### config.mk
export PLATFORM = sky130hd
export DESIGN_NAME = seg7_reader
export DESIGN_NICKNAME = d
export VERILOG_FILES = /design/src/rtl/seg7_reader.sv
export SDC_FILE = /design/constraint.sdc
export NUM_CORES = 1
export LEC_CHECK = 0
export ABC_AREA = 0
export CAP_MARGIN = 20
export CELL_PAD_IN_SITES_DETAIL_PLACEMENT = 1
export CELL_PAD_IN_SITES_GLOBAL_PLACEMENT = 2
export CORE_ASPECT_RATIO = 1.25
export CORE_UTILIZATION = 40
export CTS_BUF_LIST = sky130_fd_sc_hd__clkbuf_4
export DETAILED_ROUTE_END_ITERATION = 6
export PLACE_DENSITY = 0.95
export SYNTH_ARGS = -nofsm -noshare
export SYNTH_HDL_FRONTEND = slang
export SYNTH_SLANG_ARGS = --single-unit
### constraint.sdc
create_clock -name Clock -period 9.08 [get_ports Clock]
set_input_delay 0.908 -clock Clock [delete_from_list [all_inputs] [get_ports Clock]]
set_output_delay 0.908 -clock Clock [all_outputs]
set_load 0.01 [all_outputs]
### src/rtl/seg7_reader.sv
// Reads a multiplexed, active-low 7-segment display and rebuilds the
// 8-digit hex value it shows, one debounced digit at a time.
module seg7_reader #(
  parameter int unsigned STABLE  = 4,
  parameter int unsigned TIMEOUT = 65535
) (
  input  logic        Clock,
  input  logic        Reset_n,
  input  logic [6:0]  Seg,
  input  logic [7:0]  DigitSel,
  input  logic        Capture,
  output logic [31:0] Word,
  output logic        Valid,
  output logic        Busy,
  output logic [7:0]  ErrMask,
  output logic        Timeout
);

  typedef enum logic [1:0] {
    S_IDLE    = 2'd0,
    S_COLLECT = 2'd1,
    S_DONE    = 2'd2
  } state_t;

  localparam logic [7:0]  STAB_MAX = 8'(STABLE - 1);
  localparam logic [15:0] TMO_LAST = 16'(TIMEOUT - 1);

  // {valid, nibble} for an active-high g..a pattern
  function automatic logic [4:0] seg_decode(input logic [6:0] pat);
    case (pat)
      7'h3F:   seg_decode = {1'b1, 4'h0};
      7'h06:   seg_decode = {1'b1, 4'h1};
      7'h5B:   seg_decode = {1'b1, 4'h2};
      7'h4F:   seg_decode = {1'b1, 4'h3};
      7'h66:   seg_decode = {1'b1, 4'h4};
      7'h6D:   seg_decode = {1'b1, 4'h5};
      7'h7D:   seg_decode = {1'b1, 4'h6};
      7'h07:   seg_decode = {1'b1, 4'h7};
      7'h7F:   seg_decode = {1'b1, 4'h8};
      7'h6F:   seg_decode = {1'b1, 4'h9};
      7'h77:   seg_decode = {1'b1, 4'hA};
      7'h7C:   seg_decode = {1'b1, 4'hB};
      7'h39:   seg_decode = {1'b1, 4'hC};
      7'h5E:   seg_decode = {1'b1, 4'hD};
      7'h79:   seg_decode = {1'b1, 4'hE};
      7'h71:   seg_decode = {1'b1, 4'hF};
      default: seg_decode = {1'b0, 4'h0};
    endcase
  endfunction

  state_t      state_q, state_d;
  logic [6:0]  seg_q, seg_prev_q;
  logic [7:0]  sel_q, sel_prev_q;
  logic [7:0]  stab_q, stab_d;
  logic [15:0] tmo_q, tmo_d;
  logic [7:0]  captured_q, captured_d;
  logic [31:0] shadow_q, shadow_d;
  logic [31:0] word_q, word_d;
  logic        valid_q, valid_d;
  logic        busy_q, busy_d;
  logic [7:0]  err_q, err_d;
  logic        timeout_q, timeout_d;

  logic        one_low;
  logic [2:0]  dig_idx;
  logic        same_smp;
  logic [4:0]  decoded;

  // Next-state, capture and output computation
  always_comb begin
    state_d    = state_q;
    stab_d     = stab_q;
    tmo_d      = tmo_q;
    captured_d = captured_q;
    shadow_d   = shadow_q;
    word_d     = word_q;
    err_d      = err_q;
    timeout_d  = timeout_q;
    one_low    = 1'b1;
    dig_idx    = 3'd0;
    same_smp   = ({seg_q, sel_q} == {seg_prev_q, sel_prev_q});
    decoded    = seg_decode(~seg_q);

    case (sel_q)
      8'hFE:   dig_idx = 3'd0;
      8'hFD:   dig_idx = 3'd1;
      8'hFB:   dig_idx = 3'd2;
      8'hF7:   dig_idx = 3'd3;
      8'hEF:   dig_idx = 3'd4;
      8'hDF:   dig_idx = 3'd5;
      8'hBF:   dig_idx = 3'd6;
      8'h7F:   dig_idx = 3'd7;
      default: one_low = 1'b0;
    endcase

    case (state_q)
      S_IDLE: begin
        if (Capture) begin
          captured_d = 8'h00;
          err_d      = 8'h00;
          timeout_d  = 1'b0;
          stab_d     = 8'd0;
          tmo_d      = 16'd0;
          shadow_d   = 32'h0000_0000;
          state_d    = S_COLLECT;
        end else begin
          state_d = S_IDLE;
        end
      end
      S_COLLECT: begin
        tmo_d = tmo_q + 16'd1;
        if (!one_low) begin
          stab_d = 8'd0;
        end else if (same_smp && (stab_q == STAB_MAX) && !captured_q[dig_idx]) begin
          // An invalid pattern still closes the digit, recorded as zero
          shadow_d[{dig_idx, 2'b00} +: 4] = decoded[3:0];
          err_d[dig_idx]                  = ~decoded[4];
          captured_d[dig_idx]             = 1'b1;
          stab_d                          = 8'd0;
        end else if (same_smp) begin
          stab_d = (stab_q == STAB_MAX) ? stab_q : stab_q + 8'd1;
        end else begin
          stab_d = 8'd0;
        end

        if (captured_d == 8'hFF) begin
          state_d = S_DONE;
          word_d  = shadow_d;
        end else if (tmo_q == TMO_LAST) begin
          timeout_d = 1'b1;
          state_d   = S_IDLE;
        end else begin
          state_d = S_COLLECT;
        end
      end
      S_DONE: begin
        state_d = S_IDLE;
      end
      default: begin
        state_d = S_IDLE;
      end
    endcase

    valid_d = (state_d == S_DONE);
    busy_d  = (state_d != S_IDLE);
  end

  // State, input stage and output registers
  always_ff @(posedge Clock) begin
    if (!Reset_n) begin
      state_q    <= S_IDLE;
      seg_q      <= 7'h7F;
      sel_q      <= 8'hFF;
      seg_prev_q <= 7'h7F;
      sel_prev_q <= 8'hFF;
      stab_q     <= 8'd0;
      tmo_q      <= 16'd0;
      captured_q <= 8'h00;
      shadow_q   <= 32'h0000_0000;
      word_q     <= 32'h0000_0000;
      valid_q    <= 1'b0;
      busy_q     <= 1'b0;
      err_q      <= 8'h00;
      timeout_q  <= 1'b0;
    end else begin
      state_q    <= state_d;
      seg_q      <= Seg;
      sel_q      <= DigitSel;
      seg_prev_q <= seg_q;
      sel_prev_q <= sel_q;
      stab_q     <= stab_d;
      tmo_q      <= tmo_d;
      captured_q <= captured_d;
      shadow_q   <= shadow_d;
      word_q     <= word_d;
      valid_q    <= valid_d;
      busy_q     <= busy_d;
      err_q      <= err_d;
      timeout_q  <= timeout_d;
    end
  end

  assign Word    = word_q;
  assign Valid   = valid_q;
  assign Busy    = busy_q;
  assign ErrMask = err_q;
  assign Timeout = timeout_q;

endmodule

# == Yosys cells after proc, flatten, opt, wreduce, memory -nomap -nowiden ==
# Index checks and enable logic that the tools add are counted.
# totals
ff_bits,139
latchBits,0
mem_bits_rw,0
mem_bits_ro,0
input_bits,18
output_inout_bits,43
elab_cells,109
n_memories,0
# op_classes
n_addsub,3
multipliers,0
n_div,0
magnitude_cmp,2
eq_ne,36
n_shift,2
muxes,36
bitwise,3
reduce_logical,13
# op_table
op,count
$mux W32,3
$eq A7 B7 Y1 const B,12
$mux W8,10
$pmux W5 S16,1
$eq A8 B8 Y1 const B,8
$pmux W32 S2,1
$pmux W8 S2,3
$bwmux W32,1
$pmux W16 S2,1
$shift A4 B7 Y32 const A,1
$shiftx A4 B7 Y32,1
$pmux W3 S7,1
$add A16 B1 Y16 const B,1
$eq A16 B16 Y1 const B,1
$mux W16,1
$eq A15 B15 Y1,1
$eq A7 B3 Y1 const B,2
$eq A7 B6 Y1 const B,2
$ne A2 B2 Y1 const B,5
$add A8 B1 Y8 const B,1
$bwmux W8,1
$eq A8 B2 Y1 const B,1
$eq A8 B7 Y1 const B,1
$mux W1,8
22 further kinds,27

# == Depth between registers and ports, before layout ==
# Gate-level depths: netlist of run 1.
# depth
ltp_word,14
ltp_mapped,12
mapped_depth_nobuf,11

# == Least setup slack after synthesis of run 1 ==
# OpenSTA, ideal clock, no wires.
# synth_timing
path_kind,register to register
from,register sel_q[4]
to,register shadow_q[24]
t_arrival_ns,2.876
setup_slack_ns,6.076
path_stages_with_launch,12
n_path_buf,1
period_less_slack_ns,3.004
cell_sequence,dfxtp_1 buf_2 nand4_1 nor3_2 nor2_1 ha_1 ha_1 nand3b_1 nor4_2 mux2_2 a22oi_1 nor2_1
# synth_between
elab_chain_cells,9
elab_cells_between_ends,24
cone_classes,1 x add/sub; 9 x eq/ne; 2 x shift; 8 x mux; 4 x reduce/logical
# synth_rtl
item,line_no,rtl
"start, declared",53,"logic [7:0] sel_q, sel_prev_q;"
"start signal, assigned",168,sel_q <= DigitSel;
"parallel branches: the longest is 7 deep, another holds $neg A5 Y7",n/a,
$mux W32 *,112,if (!one_low) begin
$pmux W32 S2 *,96,case (state_q)
"end signal, assigned",174,shadow_q <= shadow_d;
"end, declared",57,"logic [31:0] shadow_q, shadow_d;"
# Mark *: on every way between the ends. The select of a mux whose other input is x is not followed.
# A chain may end at the register's enable or synchronous reset.

# == Worst setup path after layout of run 1 ==
# layout_timing
from,register sel_q[7]
to,register shadow_q[24]
# The elaborated chain is that of the path after synthesis.

==> impl_metrics.toml, run 1 <==
[clock_network]
cts_max_path_buffers = 2
postCtsSetupBuffers = 0
cts-root-buf = "clkbuf_4"
cts_buffers = 17
cts_tree = "done"
cts_sinks = 139
htreeDepth = 4
clk_latency_ps = 560
holdBufCountCts = 0
cts_resized = 0
clkTransAtPathRegs_ps = 130

[logic_synthesis]
yosysSeqAreaShare_pct = 40.2
ys_ff_latch = 139
yosys_most_used_dff = "dfxtp_1"
ys_types = 73
synthCells = 765
synthArstFlopShare_pct = 0
synth_warnings = 0
synth-edff-count = 0
synth_area_mm2 = 0.00692
avgSynthCellArea_um2 = 9.05
syn-num-nets = 791

[timing]
setup_viol = 0
period_minus_slack_ps = 3940
min_period_over_period_pct = 43.3
finClkSkew_ps = 28.9
finalHoldViolations = 0
maxSlewHeadroom_pct = 23.0
grt_setup_unrepaired = "false"
slew_violations = 0
worst_pin_slew_ps = 1150
fmax_mhz = 254
tns_ps = 0

[worst_setup_path]
start_kind = "register"
cp.required_ps = 9510
crit_type = "reg2reg"
path_max_fanout = 10
worst_setup_path_end_kind = "register"
arrival_ps = 4370

[floorplanning]
dieHeight_um = 149
std_cell_rows = 53
coreArea_mm2 = 0.0168
initial_utilization_pct = 41.1
fp.dieW_um = 120
die_area_mm2 = 0.0178
io_pins = 61

[route]
via_count = 5740
ant_nets = 0
drc = 0
first_iter_violations = 295
wl_per_cell_um = 17.8
via_per_inst = 5.55
wl_mm = 18.4
drtPass1Iterations = 5

[outcome]
run_status = "complete, no violations"

[power]
switching_share_pct = 28.7
p_int_uw = 799
peakVddDrop_mv = 0.0834
power_density_mw_per_mm2 = 143
seq_power_share_pct = 56.5
total_power_mw = 1.12
p_switching_uw = 321
clkPwrFrac_pct = 34.2
power_leakage_nw = 2.73
p_comb_share_pct = 9.4

[place]
dp_hpwl_mm = 13.2
gp_congestion = 0.864
port_buffers = 60

[layout]
fin_nets = 827
syn2layout_area_growth_pct = 13.3
layout-drive-gt1-share_pct = 12.3
fill_cells = 2013

[flow_run]
drv_cap = 0

[global_routing]
grt_pass1_vias = 6056
track_usage_pct = 21.7
grt_pass1_wl_mm = 30.6
grt_overflow = 0
antenna_found_initial = 1
grt_max_degree = 83

[min_path]
worst_hold_path_type = "reg2reg"
[power groups by stage]
| stage | sequential (mW) | combinational [mW] | clock, mW |
|---|---|---|---|
| 2_1_floorplan | 0.636 | 0.0802 | 0 |
| 4_1_cts | 0.632 | 0.106 | 0.397 |
| 3_3_place_gp | 0.645 | 0.101 | 0 |
| 5_1_grt | 0.635 | 0.115 | 0.423 |
| 6_report | 0.633 | 0.105 | 0.383 |
| 3_5_place_dp | 0.646 | 0.105 | 0 |
[logic make-up after synthesis]
logic type	Yosys count	share of synthesized area (%)
flops	139	40.2
fa+ha+maj	8	1.45
compound gates	128	13.5
mux	68	11.1
xor+xnor	25	3.16
simple gates	332	25.8
buf+inv	65	4.86
[area by class of cell]
type                       instances  area (um^2)  share of cell area [%]
antenna                            1         2.50                  0.0319
tap                              220          275                    3.51
timing repair buffer              66          649                    8.28
clock inverter                    13          118                    1.50
clock buffer                      19          143                    1.82
inverter                          16         60.1                   0.766
sequential                       139         2780                    35.5
multi-input combinational        561         3810                    48.6
[synth_stat cells (all sizes together), types with 6 or more instances]
| library cell | count | area, um^2 |
|---|---|---|
| nand3 | 22 | 110 |
| a21oi | 24 | 120 |
| inv | 16 | 60.1 |
| and2 | 13 | 81.3 |
| o211ai | 12 | 90.1 |
| mux2 | 30 | 383 |
| or2 | 6 | 37.5 |
| clkbuf | 28 | 106 |
| a22oi | 34 | 270 |
| nor2b | 10 | 70.1 |
| nand4 | 11 | 68.8 |
| nand2 | 47 | 176 |
| mux2i | 38 | 384 |
| a31oi | 6 | 52.6 |
| dfxtp | 139 | 2780 |
| ha | 8 | 100 |
| nand3b | 8 | 60.1 |
| nor4b | 6 | 73.8 |
| nor4 | 14 | 134 |
| o21ai | 19 | 125 |
| xor2 | 21 | 184 |
| nor3 | 20 | 105 |
| and3 | 10 | 62.6 |
| nor2 | 110 | 429 |
| buf | 21 | 170 |
| a21o | 6 | 45.0 |
| or3 | 8 | 50.1 |
| nand2b | 34 | 213 |
[sequential cells by signal, summed over array words and instances, names as in the netlist, 2 cells and up]
name	count
stab_q	8
state_q	2
shadow_q	32
Word	32
ErrMask	8
tmo_q	16
seg_prev_q	7
seg_q	7
captured_q	8
sel_q	8
sel_prev_q	8
[final timing paths]
| kind | from | end | slack (ps) | depth (start not counted) |
|---|---|---|---|---|
| min | tmo_q[9] | tmo_q[9] | 500 | 2 |
| max | sel_q[7] | shadow_q[24] | 5140 | 10 |
| min reg2reg | tmo_q[9] | tmo_q[9] | 500 | 2 |
| max reg2reg | sel_q[7] | shadow_q[24] | 5140 | 10 |
[metal layers]
layer  share of wire, %  wire length, um  GRT usage [%]  up-vias
li1                   -                -              -     2779
met1                 42             7770           24.5     2842
met2                 53             9770           39.6       94
met3                2.8              521           4.43       25
met4                2.1              384           8.44        0
met5                  0                0              0        -
[critical path: stages, from the launching register on]
cell,delay [ps]
dfxtp_1,590
nand4_1,270
nor3_1,700
nor2_1,200
ha_1,250
ha_1,370
nand3b_1,220
nor4_2,570
mux2_2,420
a22oi_1,160
nor2_1,50
[stage by stage]
step / setup slack [ps] / std cells / hold slack (ps) / cell area (um^2) / util (%)
2_1_floorplan: 6080 / 765 / 440 / 6920 / -
6_report: 5140 / 1035 / 496 / 7850 / 46.6
3_3_place_gp: 5330 / 1001 / 456 / 7570 / 44.9
3_5_place_dp: 5230 / 1001 / 476 / 7570 / 44.9
5_1_grt: 4890 / 1035 / 522 / 7850 / 46.6
4_1_cts: 5190 / 1033 / 495 / 7830 / 46.5
[cells in the final DEF, fill, tap and decap left out, types with 11 or more instances in the layout]
cell type / n
nand3_1: 22
clkdlybuf4s50_1: 60
xor2_1: 21
nand4_1: 11
mux2_4: 12
and2_1: 13
a22oi_1: 31
a21oi_1: 24
nand2_1: 47
nor2_1: 109
nor3_1: 19
o211ai_1: 12
mux2_2: 13
inv_1: 14
nand2b_1: 34
dfxtp_1: 139
mux2i_1: 37
clkbuf_4: 19
(Power assumes the default switching activity.)
==> run 2: changes to the inputs <==
Settings changed: CORE_UTILIZATION 40 to 37, PLACE_DENSITY 0.95 to 0.89.
Clock period 9.08 ns to 4 ns, I/O delays scaled along.
==> run 2 against run 1 <==
Flip-flop and latch count is the same; sequential power grew 130%; combinational power grew 140%.
==> impl_metrics.toml, run 2 (synthesis results as in run 1) <==
[worst_setup_path]
crit_buf_inv = 0
cpPeakStageDelay_ps = 860
start_kind = "register"
path_max_fanout = 8
worst_path_max_delay_cell = "or4_1"
crit_type = "reg2reg"
worst_setup_path_end_kind = "register"
reg2reg_slack_ps = 380
path_cells = "ha_1 -> nor4b_1 -> nand4_1 -> or4_1 -> or3_1 -> mux2_4 -> mux2i_1 -> nor2_1"
cp.required_ps = 4400
path_delay_family = "simple AND/OR/NAND/NOR gates"
arrival_ps = 4020

[timing]
finClkSkew_ps = 18.4
maxSlewHeadroom_pct = 40.9
setup_viol = 0
worst_pin_slew_ps = 887
fmax_mhz = 276
tns_ps = 0
finalHoldViolations = 0
min_period_over_period_pct = 90.5
grt_setup_unrepaired = "false"
slew_violations = 0
hold_slack_ps = 398
period_minus_slack_ps = 3620

[place]
gp_congestion = 0.820
dp_hpwl_mm = 13.8
dpl-instance-area_mm2 = 0.00765
dp.cells = 1017
port_buffers = 60

[route]
drc = 0
drtPass1Iterations = 4
via_per_inst = 5.54
ant_nets = 0
wl_per_cell_um = 18.2
wl_mm = 19.1
first_iter_violations = 301
via_count = 5813

[global_routing]
grt_overflow = 0
grt_pass1_wl_mm = 31.9
grt_pass1_vias = 6167
antenna_found_initial = 1
grt_max_degree = 83
track_usage_pct = 20.6

[floorplanning]
fp.dieW_um = 124
coreArea_mm2 = 0.0182
std_cell_rows = 55
initial_utilization_pct = 38.0
dieHeight_um = 155
die_area_mm2 = 0.0193
io_pins = 61

[layout]
fin_cells = 1050
fin_nets = 834
syn2layout_area_growth_pct = 14.4
layout-drive-gt1-share_pct = 13.0
final_cell_mix = "139 x dfxtp_1, 109 x nor2_1, 60 x clkdlybuf4s50_1, 47 x nand2_1, 37 x mux2i_1"
final_common_cell = "dfxtp_1"
stdcell_area_mm2 = 0.00792

[flow_run]
drv_cap = 0

[clock_network]
cts_resized = 0
clkTransAtPathRegs_ps = 130
cts-root-buf = "clkbuf_4"
cts_buffers = 17
postCtsSetupBuffers = 0
cts_tree = "done"
cts_max_path_buffers = 2
clk_latency_ps = 560
holdBufCountCts = 0
htreeDepth = 4
cts_sinks = 139

[power]
power_leakage_nw = 2.77
power_density_mw_per_mm2 = 323
peakVddDrop_mv = 0.204

[outcome]
run_status = "complete, no violations"

[min_path]
worst_hold_path_type = "in2reg"
## run 2: cell count changes in the layout (fill, tap and decap cells not counted)
cell	change
buf_12	+1
buf_4	+7
buf_6	-1
clkinv_4	+2
clkinvlp_4	-1
inv_6	-1
## run 2: path summary, 6_finish.rpt
check                   start  depth (start not counted)   endpoint
hold reg to reg     tmo_q[13]                          1  tmo_q[13]
setup / recovery    stab_q[0]                          8    Word[4]
hold / removal    DigitSel[2]                          2   sel_q[2]
setup reg to reg    stab_q[0]                          8    Word[4]
## run 2: cell type report
cell class | instances | area [um^2]
Fill cell | 2095 | 10300
Timing Repair Buffer | 73 | 711
Clock inverter | 13 | 119
Tap cell | 228 | 285
Antenna cell | 1 | 2.50
Multi-Input combinational cell | 561 | 3810
Inverter | 16 | 60.1
Sequential cell | 139 | 2780
Clock buffer | 19 | 143
## run 2: worst register-to-register path, delay by kind of cell (launching register included)
| kind | cells | cell delay (ps) |
|---|---|---|
| flip-flops | 1 | 400 |
| adder cells (fa/ha/maj) | 1 | 220 |
| multiplexers | 2 | 540 |
| AND/OR/NAND/NOR | 5 | 2300 |
## run 2: report_power, final
part / switching (mW) / internal [mW]
clock network: 0.552 / 0.326
registers: 0.0281 / 1.40
logic: 0.162 / 0.0887
## run 2: per-stage QoR
| stage | utilization, % | power [mW] | setup WS (ps) |
|---|---|---|---|
| floorplan | - | 1.63 | 996 |
| global placement | 42.0 | 1.71 | 427 |
| detailed placement | 42.0 | 1.71 | 380 |
| CTS | 43.4 | 2.59 | 364 |
| global route | 43.4 | 2.67 | 92.5 |
| finish | 43.4 | 2.56 | 381 |
## run 2: metal layers
metal,up-vias,track usage (%),part of all wire (%),wire [um]
met2,110,37.4,52,9940
met5,-,0,0,0
met3,22,3.92,3.3,622
met1,2883,24.3,43,8250
met4,0,6.83,1.6,303
li1,2798,-,-,-
==> run 3: changes to the inputs <==
Settings changed: CORE_UTILIZATION 37 to 40, GPL_ROUTABILITY_DRIVEN set to 1, PLACE_DENSITY 0.89 to 0.95.
Clock period 4 ns to 4.55 ns, I/O delays scaled along.
==> run 3 against run 2 <==
Core utilization is 3.0 points higher; combinational power is 16% lower; register-to-register slack better by 270 ps; worst hold slack improved by 41 ps; wire length down 3.2%; total power is 12% lower; clock skew increased by 4.6 ps; setup slack gained 270 ps; via count shrank 0.72%; critical path type unchanged; largest cell class unchanged; highest routed layer unchanged.
==> impl_metrics.toml, run 3 (synthesis results as in run 1) <==
[global_routing]
grt_max_degree = 83
antenna_found_initial = 1
grt_overflow = 0
grt_pass1_vias = 6135
track_usage_pct = 21.8
grt_pass1_wl_mm = 30.6

[route]
via_per_inst = 5.60
drc = 0
ant_nets = 0
drtPass1Iterations = 4
wl_per_cell_um = 17.9
via_count = 5771
first_iter_violations = 219
wl_mm = 18.5

[timing]
slew_violations = 0
fmax_mhz = 256
grt_setup_unrepaired = "false"
maxSlewHeadroom_pct = 30.2
period_minus_slack_ps = 3900
finClkSkew_ps = 23.1
tns_ps = 0
min_period_over_period_pct = 85.8
setup_viol = 0
worst_pin_slew_ps = 1030
finalHoldViolations = 0

[floorplanning]
fp.dieW_um = 120
io_pins = 61
initial_utilization_pct = 41.1
die_area_mm2 = 0.0178
dieHeight_um = 149
coreArea_mm2 = 0.0168
std_cell_rows = 53

[worst_setup_path]
cp.required_ps = 4970
reg2reg_depth = 9
worst_setup_path_end_kind = "register"
crit_start = "sel_q[3]"
path_max_fanout = 35
arrival_ps = 4330
reg2reg_from = "sel_q[3]"
start_kind = "register"
crit_type = "reg2reg"

[power]
peakVddDrop_mv = 0.140
power_leakage_nw = 2.72
power_density_mw_per_mm2 = 286

[layout]
final_cell_mix = "139 x dfxtp_1, 109 x nor2_1, 60 x clkdlybuf4s50_1, 47 x nand2_1, 37 x mux2i_1"
final_common_cell = "dfxtp_1"
layout-drive-gt1-share_pct = 11.7
syn2layout_area_growth_pct = 13.0
fin_nets = 827
fin_util_pct = 46.5

[clock_network]
clkTransAtPathRegs_ps = 120
cts_buffers = 17
cts_resized = 0
holdBufCountCts = 0
cts_tree = "done"
cts_sinks = 139
cts-root-buf = "clkbuf_4"
clk_latency_ps = 570
postCtsSetupBuffers = 0
cts_max_path_buffers = 2
htreeDepth = 4

[outcome]
run_status = "complete, no violations"

[min_path]
hold_depth = 2
worst_hold_path_type = "in2reg"
worstHoldStart = "Seg[3]"

[place]
dp_hpwl_mm = 13.3
port_buffers = 60
gp_congestion = 0.852

[flow_run]
drv_cap = 0
## run 3: cell types whose count changed in the layout (fill, tap and decap cells not counted), sizes merged
cell,change
buf,-7
clkinv,-3
inv,-3
bufinv,+1
clkinvlp,+1
## run 3: final timing paths
check | end | slack (ps)
max | Word[8] | 650
min | seg_q[3] | 440
max reg2reg | Word[8] | 650
min reg2reg | stab_q[1] | 490
## run 3: area by class of cell
| class | count | area, um^2 |
|---|---|---|
| clock buffer | 19 | 143 |
| antenna | 1 | 2.50 |
| fill | 1978 | 9020 |
| multi-input combinational | 561 | 3810 |
| inverter | 16 | 60.1 |
| sequential | 139 | 2780 |
| timing repair buffer | 66 | 646 |
| clock inverter | 9 | 103 |
| tap | 220 | 275 |
## run 3: power by group
| part | switching (mW) | leakage, nW | internal [mW] |
|---|---|---|---|
| clock | 0.447 | 0.133 | 0.321 |
| sequential | 0.0286 | 1.13 | 1.23 |
| combinational | 0.136 | 1.46 | 0.0750 |
## run 3: metal layers
| metal | GRT usage [%] | vias to the layer above | share of wire (%) | wire length [um] |
|---|---|---|---|---|
| met5 | 0 | - | 0 | 0 |
| met4 | 10.8 | 0 | 3.1 | 579 |
| met3 | 4.28 | 43 | 3.5 | 653 |
| met2 | 38.8 | 114 | 51 | 9530 |
| met1 | 24.7 | 2838 | 42 | 7740 |
| li1 | - | 2776 | - | - |
## run 3: stage by stage
step	hold WS, ps	setup WS (ps)	power (mW)	instances	area [um^2]
after floorplan	440	1550	1.43	765	6920
after global routing	393	336	2.34	1031	7830
after detailed placement	485	699	1.50	1002	7580
after CTS	404	670	2.26	1030	7820
after global placement	454	814	1.49	1002	7580
final	438	647	2.24	1031	7830
## run 3: worst max-delay path, cell delays in order (launching register included)
cell and delay, ps:
dfxtp_1 580, nand4_1 370, nor4b_1 950, a22oi_1 210
nor4_1 210, o211ai_1 210, nor4b_4 330, buf_4 560
mux2i_1 270, nor2_1 50
